--- config.mk ---
export PLATFORM = sky130hd
export DESIGN_NAME = display_share_arbiter
export DESIGN_NICKNAME = d
export VERILOG_FILES = /design/src/rtl/display_share_arbiter.sv
export SDC_FILE = /design/constraint.sdc
export NUM_CORES = 1
export LEC_CHECK = 0
export CAP_MARGIN = 20
export CORE_MARGIN = 10
export CORE_UTILIZATION = 48
export DETAILED_ROUTE_END_ITERATION = 8
export HOLD_SLACK_MARGIN = 0.1
export PLACE_DENSITY_LB_ADDON = 0.05
export SKIP_CTS_REPAIR_TIMING = 1
export SYNTH_ARGS = -nofsm -noshare
export SYNTH_HDL_FRONTEND = slang
export SYNTH_SLANG_ARGS = --single-unit
export TNS_END_PERCENT = 20
--- constraint.sdc ---
create_clock -name clk -period 2.7 [get_ports clk]
set_input_delay 0.54 -clock clk [delete_from_list [all_inputs] [get_ports clk]]
set_output_delay 0.54 -clock clk [all_outputs]
set_load 0.01 [all_outputs]
--- src/rtl/display_share_arbiter.sv ---
// rtl/display_share_arbiter.sv - two-requester frame-granular arbiter for a shared 4-digit multiplexed display
module display_share_arbiter #(
  parameter int DWELL_FRAMES = 4,
  parameter int LZ_BLANK     = 1
) (
  input  logic        clk,
  input  logic        reset,
  input  logic        scan_tick,
  input  logic        req0,
  input  logic        req1,
  input  logic [15:0] data0,
  input  logic [15:0] data1,
  output logic [1:0]  gnt,
  output logic [3:0]  AN,
  output logic [3:0]  small_bin,
  output logic        blank,
  output logic        frame_done
);

  typedef enum logic [1:0] {
    IDLE = 2'b00,
    OWN0 = 2'b01,
    OWN1 = 2'b10
  } state_t;

  localparam logic [7:0] DWELL_MAX = 8'(DWELL_FRAMES);

  state_t      state;
  state_t      state_nxt;
  logic [1:0]  digit_idx;
  logic [7:0]  dwell;
  logic [7:0]  dwell_sat;
  logic [15:0] snapshot;
  logic        last_served;
  logic        owned;
  logic        boundary;

  assign owned    = (state != IDLE);
  // Grants are only re-evaluated once a full scan frame has been shown,
  // so a requester never sees a partially drawn frame.
  assign boundary = scan_tick && (!owned || (digit_idx == 2'd3));

  // Frames completed by the current owner including the one ending now.
  assign dwell_sat = (dwell >= DWELL_MAX) ? DWELL_MAX : dwell + 8'd1;

  // Next-state decision, evaluated only at frame boundaries
  always_comb begin
    state_nxt = state;
    if (boundary) begin
      case (state)
        IDLE: begin
          if (req0 && req1)  state_nxt = last_served ? OWN0 : OWN1;
          else if (req0)     state_nxt = OWN0;
          else if (req1)     state_nxt = OWN1;
          else               state_nxt = IDLE;
        end
        OWN0: begin
          if (!req0)                               state_nxt = req1 ? OWN1 : IDLE;
          else if (req1 && (dwell_sat == DWELL_MAX)) state_nxt = OWN1;
          else                                     state_nxt = OWN0;
        end
        OWN1: begin
          if (!req1)                               state_nxt = req0 ? OWN0 : IDLE;
          else if (req0 && (dwell_sat == DWELL_MAX)) state_nxt = OWN0;
          else                                     state_nxt = OWN1;
        end
        default: state_nxt = IDLE;
      endcase
    end
  end

  // State register
  always_ff @(posedge clk) begin
    if (reset) state <= IDLE;
    else       state <= state_nxt;
  end

  // Digit scan position: advances on every tick while owned, parked at 0 when idle
  always_ff @(posedge clk) begin
    if (reset || !owned)  digit_idx <= 2'd0;
    else if (scan_tick)   digit_idx <= digit_idx + 2'd1;
  end

  // Dwell counter: restarts on any new ownership, counts frames of a continuing owner
  always_ff @(posedge clk) begin
    if (reset) begin
      dwell <= 8'd0;
    end else if (boundary) begin
      if (!owned || (state_nxt != state)) dwell <= 8'd0;
      else                                dwell <= dwell_sat;
    end
  end

  // Snapshot and fairness pointer update whenever a frame is handed to an owner
  always_ff @(posedge clk) begin
    if (reset) begin
      snapshot    <= 16'h0000;
      last_served <= 1'b1;
    end else if (boundary) begin
      if (state_nxt == OWN0) begin
        snapshot    <= data0;
        last_served <= 1'b0;
      end else if (state_nxt == OWN1) begin
        snapshot    <= data1;
        last_served <= 1'b1;
      end
    end
  end

  // Frame completion pulse, one clock after an owned frame ends
  always_ff @(posedge clk) begin
    if (reset) frame_done <= 1'b0;
    else       frame_done <= boundary && owned;
  end

  assign gnt = {state == OWN1, state == OWN0};

  // Active-low one-cold digit enable
  always_comb begin
    AN = 4'b1111;
    if (owned) begin
      case (digit_idx)
        2'd0:    AN = 4'b1110;
        2'd1:    AN = 4'b1101;
        2'd2:    AN = 4'b1011;
        default: AN = 4'b0111;
      endcase
    end
  end

  // Nibble of the frozen snapshot for the digit currently enabled
  always_comb begin
    small_bin = snapshot[3:0];
    case (digit_idx)
      2'd0:    small_bin = snapshot[3:0];
      2'd1:    small_bin = snapshot[7:4];
      2'd2:    small_bin = snapshot[11:8];
      default: small_bin = snapshot[15:12];
    endcase
  end

  // Blanking: whole display off when idle, optional leading-zero suppression when owned
  always_comb begin
    blank = 1'b1;
    if (owned) begin
      blank = 1'b0;
      if (LZ_BLANK != 0) begin
        case (digit_idx)
          2'd1:    blank = (snapshot[15:4]  == 12'h000);
          2'd2:    blank = (snapshot[15:8]  == 8'h00);
          2'd3:    blank = (snapshot[15:12] == 4'h0);
          default: blank = 1'b0;
        endcase
      end
    end
  end

endmodule

* Word level (Yosys, flattened, before mapping) *
Cells that the tools add are included.

storage, ports and cells
  bits in latches = 0
  memory bits (writable) = 0
  input port bits = 37
  memories = 0
  register bits after elaboration = 30
  memory bits (read-only) = 0

operators by class
  shift-type cells = 0
  reductions and logical operators = 17
  multiply operators = 0
  divide/modulo/power cells = 0
  $add $sub $neg = 2
  bitwise operators = 0
  equal/unequal tests = 9
  mux-type cells = 22
  order comparisons = 1

operator list
  cell                                                                count
  two-way mux 16 bit                                                  2
  one-hot mux 4 bit (3 select lines)                                  2
  two-way mux 2 bit                                                   9
  two-way mux 8 bit                                                   2
  zero test 12 bit                                                    1
  adder 8 x 1 -> 8 bit (second input constant)                        1
  == test 2 bit (second input constant)                               4
  == test 8 x 3 -> 1 bit (second input constant)                      1
  greater-or-equal comparator 8 x 3 -> 1 bit (second input constant)  1
  zero test 8 bit                                                     1
  == test 2 x 1 -> 1 bit (second input constant)                      3
  one-hot mux 2 bit (3 select lines)                                  1
  logical AND 1 bit                                                   5
  zero test 2 bit                                                     2
  zero test 4 bit                                                     1
  two-way mux 1 bit                                                   4
  two-way mux 4 bit                                                   1
  nonzero test 2 bit                                                  2
  logical OR 1 bit                                                    3
  one-hot mux 1 bit (3 select lines)                                  1
  adder 2 x 1 -> 2 bit (second input constant)                        1
  != test 2 bit                                                       1
  AND reduction 2 bit                                                 1
  zero test 1 bit                                                     1

* Logic depth before layout (Yosys ltp) *
Gate-level depths: netlist (run 1).

  word-level depth = 11
  depth in mapped cells = 11

* Worst setup path before layout (run 1) *
Ideal clock, no wire load.

  path type = register to register
  from = register dwell[0]
  to = register snapshot[14]
  cell stages (with the launch flop) = 12
  required time = 2.619 ns
  arrival time = 2.279 ns
  setup slack = 0.340 ns
  path buffers = 1
  clock period less this slack = 2.360 ns
  cell sequence = dfxtp_1 inv_1 ha_1 nand3b_1 nand4_1 nor3b_1 nor2_1 ha_1 nor3_4 buf_6 nor2_1 a211oi_2

on the way
  cells in the longest elaborated chain, start to end = 11

RTL lines
  element                                                                                    RTL line  source
  from (decl)                                                                                31        logic [7:0] dwell;
  from (signal assigned)                                                                     90        else dwell <= dwell_sat;
  adder 8 x 1 -> 8 bit / greater-or-equal comparator 8 x 3 -> 1 bit (equally long branches)  44        assign dwell_sat = (dwell >= DWELL_MAX) ? DWELL_MAX : dwell + 8'd1;
  two-way mux 8 bit (*)                                                                      44
  == test 8 x 3 -> 1 bit (*)                                                                 59, 64
  logical AND 1 bit (on tied branches)                                                       64, 59
  two-way mux 2 bit (on tied branches)                                                       64, 59
  two-way mux 2 bit (on tied branches)                                                       63, 58
  one-hot mux 2 bit (3 select lines) (*)                                                     50        case (state)
  two-way mux 2 bit (*)                                                                      49        if (boundary) begin
  named net state_nxt[0]                                                                     29        state_t state_nxt;
  == test 2 x 1 -> 1 bit / == test 2 bit (equally long branches)                             100, 103
  nonzero test 2 bit (no source line)                                                        n/a
  AND reduction 2 bit (no source line)                                                       n/a
  to (signal assigned)                                                                       101       snapshot <= data0;
  to (signal assigned)                                                                       104       snapshot <= data1;
  to (decl)                                                                                  33        logic [15:0] snapshot;

The timed path passes the listed nets; every way through them passes the cells marked *.
A chain may end at the register's enable or synchronous reset.

* Worst setup path in the final report (run 1) *
  from = register digit_idx[0]
  to = output small_bin[3]

on the way
  cells in the longest elaborated chain, start to end = 2

RTL lines
  element                                      RTL line  source
  from (decl)                                  30        logic [1:0] digit_idx;
  from (signal assigned)                       81        else if (scan_tick) digit_idx <= digit_idx + 2'd1;
  == test 2 bit, or another cell as far along  134       case (digit_idx)
  one-hot mux 4 bit (3 select lines) (*)       134
  to (decl)                                    15        output logic [3:0] small_bin,

Mark *: on every way between the ends. The rest lies on a longest branch, timed or not.

==> run summary, run 1 <==
The flow ran to the end, and the final reports show no timing, DRC or antenna violations. The depth of the worst register-to-register path is 11. From synthesis to final layout, the design area changed by 41.9%. The number of vias after detailed routing came out at 1678.

The initial antenna violation count came to 0. The number of DRC markers in iteration 0 is 102. By area the synthesized netlist is led by dfxtp_1 33%, mux2i_1 12%, a211oi_2 9.0%. The sequential cell area came out at 602 um2. In this run, synthesis inferred 0 flip-flops with an integrated enable.

In the final routed layout, each cell accounts on average for 15.8 um. The final setup skew came out at 5.40 ps. The starting density of the core is 0.496. The slew of the pin with the lowest slew margin is 517 ps. The synthesized netlist net count is 237.

The sequential element share of the synthesized area is 0.333. The summed instance area of the synthesized netlist came out at 1800 um2. Static timing analysis puts the maximum clock frequency at 0.384 GHz. The max-capacitance violation count came out at 0.

The cell depth of the worst min-delay path is 1. The first detailed-routing pass ran for 4 iterations. Using the TritonRoute via totals, the vias-per-cell ratio works out to 5.54. For this run, asynchronously set or reset flops after synthesis account for 0. The detailed placer's ending HPWL is 3820 um. The maximum level of the CTS H-tree came out at 2. The worst path arrival time is 2060 ps.

The remaining number of nets flagged by the antenna check after routing is 0. The count of final setup violators is 0. The first-pass GRT wire length came out at 7680 um.

The die boundary height is 81.3 um. The number of distinct standard cells referenced by the synthesized netlist is 42. The clock edge transition at the registers on the reported setup and hold paths came out at 60 ps. The required time of the critical path came out at 2160 ps.

The sum of negative setup slack is 0 ps. The clock sink count is 30. The number of filler instances in the final layout came out at 301. The relative slew slack came out at 0.652.

The area of combinational cells with multiple inputs is 1100 um2. Wires add up to 4800 um. The total power divided by cell area came out at 512 nW/um2. The number of endpoints with negative hold slack in the final report came out at 0.

The count of warnings emitted by yosys is 0. At the end of the flow, the number of nets in the layout was 301. The shortest period the worst path allows came out at 2600 ps. The count of antenna diodes in the layout is 0.

The register bit count reported by yosys came out at 30. The number of top-level design ports came out at 49. The largest buffer count on any clock path is 2. Prior to clock tree synthesis, the placed netlist has a worst setup slack of -82.6 ps. The worst-case IR drop observed on VDD is 0.000359 V.

The synthesized design spends more area on one cell type than any other, namely dfxtp_1. The number of max-slew violations in the final report came out at 0. The final critical-path share of the clock period is 0.964.

The share of synthesized area in the top cell type comes to 0.333. The synthesized area per cell is 9.49 um2. The CTS tree is built. The die covers 6610 um2. The core box area is 3630 um2.

The remaining design rule violation count came out at 0. The min-delay analysis places its worst path in the category flip-flop to flip-flop. Port buffering added 48 buffers. The final weighted congestion of routability-driven global placement is 0.853. The startpoint class of the critical path is a flip-flop. Of all nets on the critical path, the largest fanout is 5. The number of global-route vias before repair came out at 1748. The endpoint type of the worst setup path is an output pin. The later pin in the worst-skew pair is clocked with a latency of 280 ps. Setup repair after global routing left no endpoint under its margin. In the synthesized netlist the dominant register cell turns out to be dfxtp_1. Entering global routing, the biggest net connects 29 pins. The worst-case hold slack came out at 460 ps. The leakage power came out at 0.979 nW. The die is 81.3 um wide.

The post-synthesis instance total is 190. The setup slack on the worst flop-to-flop path is 200 ps. The minimum setup slack in the final design came out at 98.2 ps. The number of clock buffers inserted by TritonCTS is 5. The worst setup path is of the flip-flop to output pin kind. The tree is rooted in a clkbuf_8. The post-place instance area is 2440 um2.

The total congestion overflow is 0. The share of cells above drive strength 1 is 0.212. For this run, the total global-route usage over all layers was measured as 0.146. The total non-filler cell area in the finished layout is 2560 um2. After floorplanning, the core was divided into 22 placement rows.
## state kept, by name, summed over array words and instances (netlist names)
register / cells
state: 2
frame_done: 1
digit_idx: 2
dwell: 8
snapshot: 16
last_served: 1
## final timing paths
check,from,end
setup / recovery,digit_idx[0],small_bin[3]
hold / removal,dwell[5],dwell[5]
setup reg to reg,dwell[0],snapshot[0]
hold reg to reg,dwell[5],dwell[5]
## logic make-up (layout without fill, tap and decap cells)
group	count (synthesis)	count (layout)	synth area share
AND/OR/NAND/NOR	59	59	0.173
XOR/XNOR	1	1	0.00486
buffers and inverters	23	88	0.0687
adder cells (fa/ha/maj)	10	10	0.0694
flip-flops	30	30	0.333
AO/OA/AOI/OAI	46	46	0.234
multiplexers	21	21	0.117
## through the flow
stage	cells	util	total power [mW]
CTS	303	0.699	1.32
global route	303	0.704	1.38
floorplan	190	-	0.760
global placement	295	0.673	0.923
detailed placement	295	0.673	0.937
finish	303	0.704	1.31
## area by class of cell
class                   instances  area share
clock inverters                 2     0.00489
well taps                      48      0.0235
multi-input cells             137       0.429
clock buffers                   6      0.0323
flip-flops and latches         30       0.235
repair buffers                 69       0.259
inverters                      11      0.0161
## worst max-delay path: stages, from the launching register on
cell and delay (ps):
dfxtp_2 380, inv_1 110, ha_2 240, a222oi_1 400, mux2i_1 150, clkdlybuf4s50_1 510
## power by group
part	total, mW	leakage [nW]	internal, mW	switching (mW)
Combinational	0.416	0.686	0.227	0.189
Sequential	0.517	0.245	0.482	0.0356
Clock	0.378	0.0472	0.204	0.173
Total	1.31	0.979	0.913	0.398
## synth_stat cells (all sizes together) (3+ instances only)
library cell   n
a211oi        16
a21oi          3
ha            10
nor2          23
mux2i         21
buf            8
inv           11
clkbuf         4
o21ai          7
and2           9
nand2          6
nor3           6
nor4           4
a222oi         4
dfxtp         30
## cell usage in the layout (no fill, tap or decap), types with 6 or more instances in the layout
cell	n
clkbuf_8	6
nand2_1	6
ha_1	7
buf_4	19
o21ai_0	7
clkdlybuf4s50_1	48
dfxtp_1	29
mux2i_1	21
nor2_1	23
a211oi_2	13
and2_1	9
inv_1	11
## routing by layer
metal	wire length, um	vias to the layer above	part of all wire	track usage
li1	-	822	-	-
met3	297	6	0.062	0.0386
met5	0	-	0	0
met2	2480	55	0.52	0.262
met1	1960	795	0.41	0.160
met4	60	0	0.013	0.0519
Power figures use the tool's default switching activity.
==> inputs of run 2 (changes only) <==
CAP_MARGIN = not set   (was 20)
CTS_CLUSTER_DIAMETER = 200   (was not set)
==> results of run 2 <==
The final DEF is identical to that of run 1; final timing and power are the same.
==> inputs of run 3 (changes only) <==
CAP_MARGIN = 20   (was not set)
==> results of run 3 <==
The final DEF is identical to that of run 1; final timing and power are the same.
==> edit: new RTL, settings of run 1 <==
Change the parameter `LZ_BLANK` from 1 to 0.
--- a/src/rtl/display_share_arbiter.sv
+++ b/src/rtl/display_share_arbiter.sv
@@ -2,5 +2,5 @@
 module display_share_arbiter #(
   parameter int DWELL_FRAMES = 4,
-  parameter int LZ_BLANK     = 1
+  parameter int LZ_BLANK     = 0
 ) (
   input  logic        clk,
Check against the original RTL: not equivalent (Yosys sat finds a counterexample within 4 cycles, from zero or initial values and one cycle with reset high).
==> edit against run 1 <==
Core utilization is 2.9 points higher; synthesized cell count is 6.8% lower; routed wire length down 7.5%; sequential share of layout area grew 1.4 points; area after synthesis down 10%; sequential cell count did not move; total power is 9.4% higher; combinational power rose by 30%; clock skew is 0.0014 ns higher; worst hold slack improved by 0.022 ns; cell area is 5.1% lower; via count down 6.8%; setup slack worse by 0.022 ns; critical path type is now flop to flop; largest cell class unchanged; largest power group unchanged; highest routed layer unchanged.
==> edit: results (changes against run 1) <==
stage;metric;value;unit;change
outcome;status;completed;;
synth;yosys.area_share.adder;6.17;%;-0.77 points
worst_setup_path;crit_family;compound AO/OA/AOI/OAI gates;;
pwr;p_comb_share;37.7;%;+6.0 points
pwr;vdd_drop_max;0.410;mV;+14%
clock_tree;cts_root_buf;clkbuf_4;;
cells_and_area;drive_gt1_share;18.0;%;-3.2 points
detailed_routing;vias_per_cell;5.49;;-0.91%
pwr;p_leak;0.958;nW;-2.1%
global_route;grt_pass1_vias;1479;;-15%
worst_hold_path;hold_path_end;dwell[3];;
cells_and_area;fin_nets;283;;-6.0%
worst_setup_path;r2r_start;dwell[1];;
worst_setup_path;r2r-end;snapshot[6];;
global_route;grt_max_degree;33;;+14%
synth;yosysWarnings;0;;unchanged
detailed_routing;wirelength;4.43;mm;-7.5%
synth;avgSynthCellArea;9.16;um^2;-3.5%
placed_design;dpl.hpwl;3.34;mm;-13%
clock_tree;clk-insertion-delay-late;0.32;ns;+0.04 ns
worst_setup_path;crit_fanout;8;;+3
sta;whs;0.482;ns;+0.0221 ns
synth;synth_commonest_cells;dfxtp_1, mux2i_1, nor2_1;;
synth;mappedNetlistNets;222;;-6.3%
synth;synth_area_leaders;dfxtp_1, mux2i_1, a211oi_1;;
synth;synth_compound_area_share;18.7;%;-4.6 points
sta;skew;0.00675;ns;+0.00135 ns
cells_and_area;fill_cells;266;;-12%
clock_tree;cts-htree-levels;2;;unchanged
clock_tree;path_clk_slew;0.10;ns;+0.04 ns
synth;seq_area_frac_synth;37.0;%;+3.7 points
pwr;seq_power;0.000544;W;+5.2%
placed_design;placed_area;2230;um^2;-8.6%
pwr;power-per-cell-area;591;nW/um^2;+15%
synth;synthMuxAreaShare;13.7;%;+2.0 points
global_route;grt_pass1_wl;6.89;mm;-10%
placed_design;placedCellCount;274;;-7.1%
placed_design;gp_congestion;0.841;;-1.5%
worst_setup_path;critical_path.max_stage_delay;0.36;ns;-0.15 ns
worst_setup_path;r2r_cells;12;;+1
pwr;switchingPower;0.000444;W;+12%
sta;finalSetupViolCount;0;;unchanged
synth;synth_xor_xnor_area_share;0.540;%;+0.054 points
worst_setup_path;reg2reg_slack;0.08;ns;-0.12 ns
detailed_routing;drt_first_pass_iters;5;;+1
worst_hold_path;worstHoldStart;dwell[3];;
global_route;grt.total_usage;13.4;%;-1.1 points
sta;tightest_slew;0.424;ns;-0.0922 ns
worst_setup_path;cpMaxStageDelayCell;dfxtp_2;;
detailed_routing;drtIter0Drc;167;;+64%
synth;synth.distinct_cells;41;;-2.4%
cells_and_area;fin_cells;285;;-5.9%
edit: cell types whose count changed after synthesis, sizes merged, moves of 2 or more:
cell / change
and2: -3
buf: -3
ha: -2
inv: +2
nand2: +2
nor2: -3
o21ai: -6
o32ai: -2
or2: +2
or3: +3
edit: logic make-up (layout without fill, tap and decap cells):
logic type / count (synthesis) / after routing
AND/OR/NAND/NOR: 57 / 57
AO/OA/AOI/OAI: 36 / 36
flip-flops: 30 / 30
buffers and inverters: 23 / 85
multiplexers: 22 / 22
adder cells (fa/ha/maj): 8 / 8
XOR/XNOR: 1 / 1
edit: routing by layer:
metal / vias up / routed length, um / GRT usage [%]
li1: 772 / - / -
met1: 731 / 1990 / 16.8
met2: 52 / 2170 / 22.3
met3: 9 / 223 / 4.44
met4: 0 / 51 / 2.15
met5: - / 0 / 0
edit: worst max-delay path by stage:
stage	startpoint	to	slack, ns	cells after the start
finish	dwell[1]	snapshot[6]	0.08	12
global route	dwell[0]	snapshot[0]	-0.02	12
CTS	digit_idx[1]	small_bin[3]	0.003	5
detailed placement	req0	snapshot[2]	-0.13	11
global placement	req0	snapshot[5]	-0.04	11
floorplan	state[1]	snapshot[6]	0.08	11
edit: stage by stage:
stage / setup WS, ns / util [%] / TNS [ns]
final: 0.0761 / 73.3 / 0
after global routing: -0.0155 / 73.3 / -0.0293
after CTS: 0.00252 / 69.8 / 0
after detailed placement: -0.131 / 67.5 / -1.93
after global placement: -0.0371 / 67.5 / -0.421
after floorplan: 0.0792 / - / 0
edit: area by class of cell:
class	count	share of cell area (%)
multi-input cells	124	40.0
repair buffers	64	27.4
flip-flops and latches	30	24.9
well taps	46	2.37
inverters	13	2.01
clock buffers	6	1.70
clock inverters	2	1.55
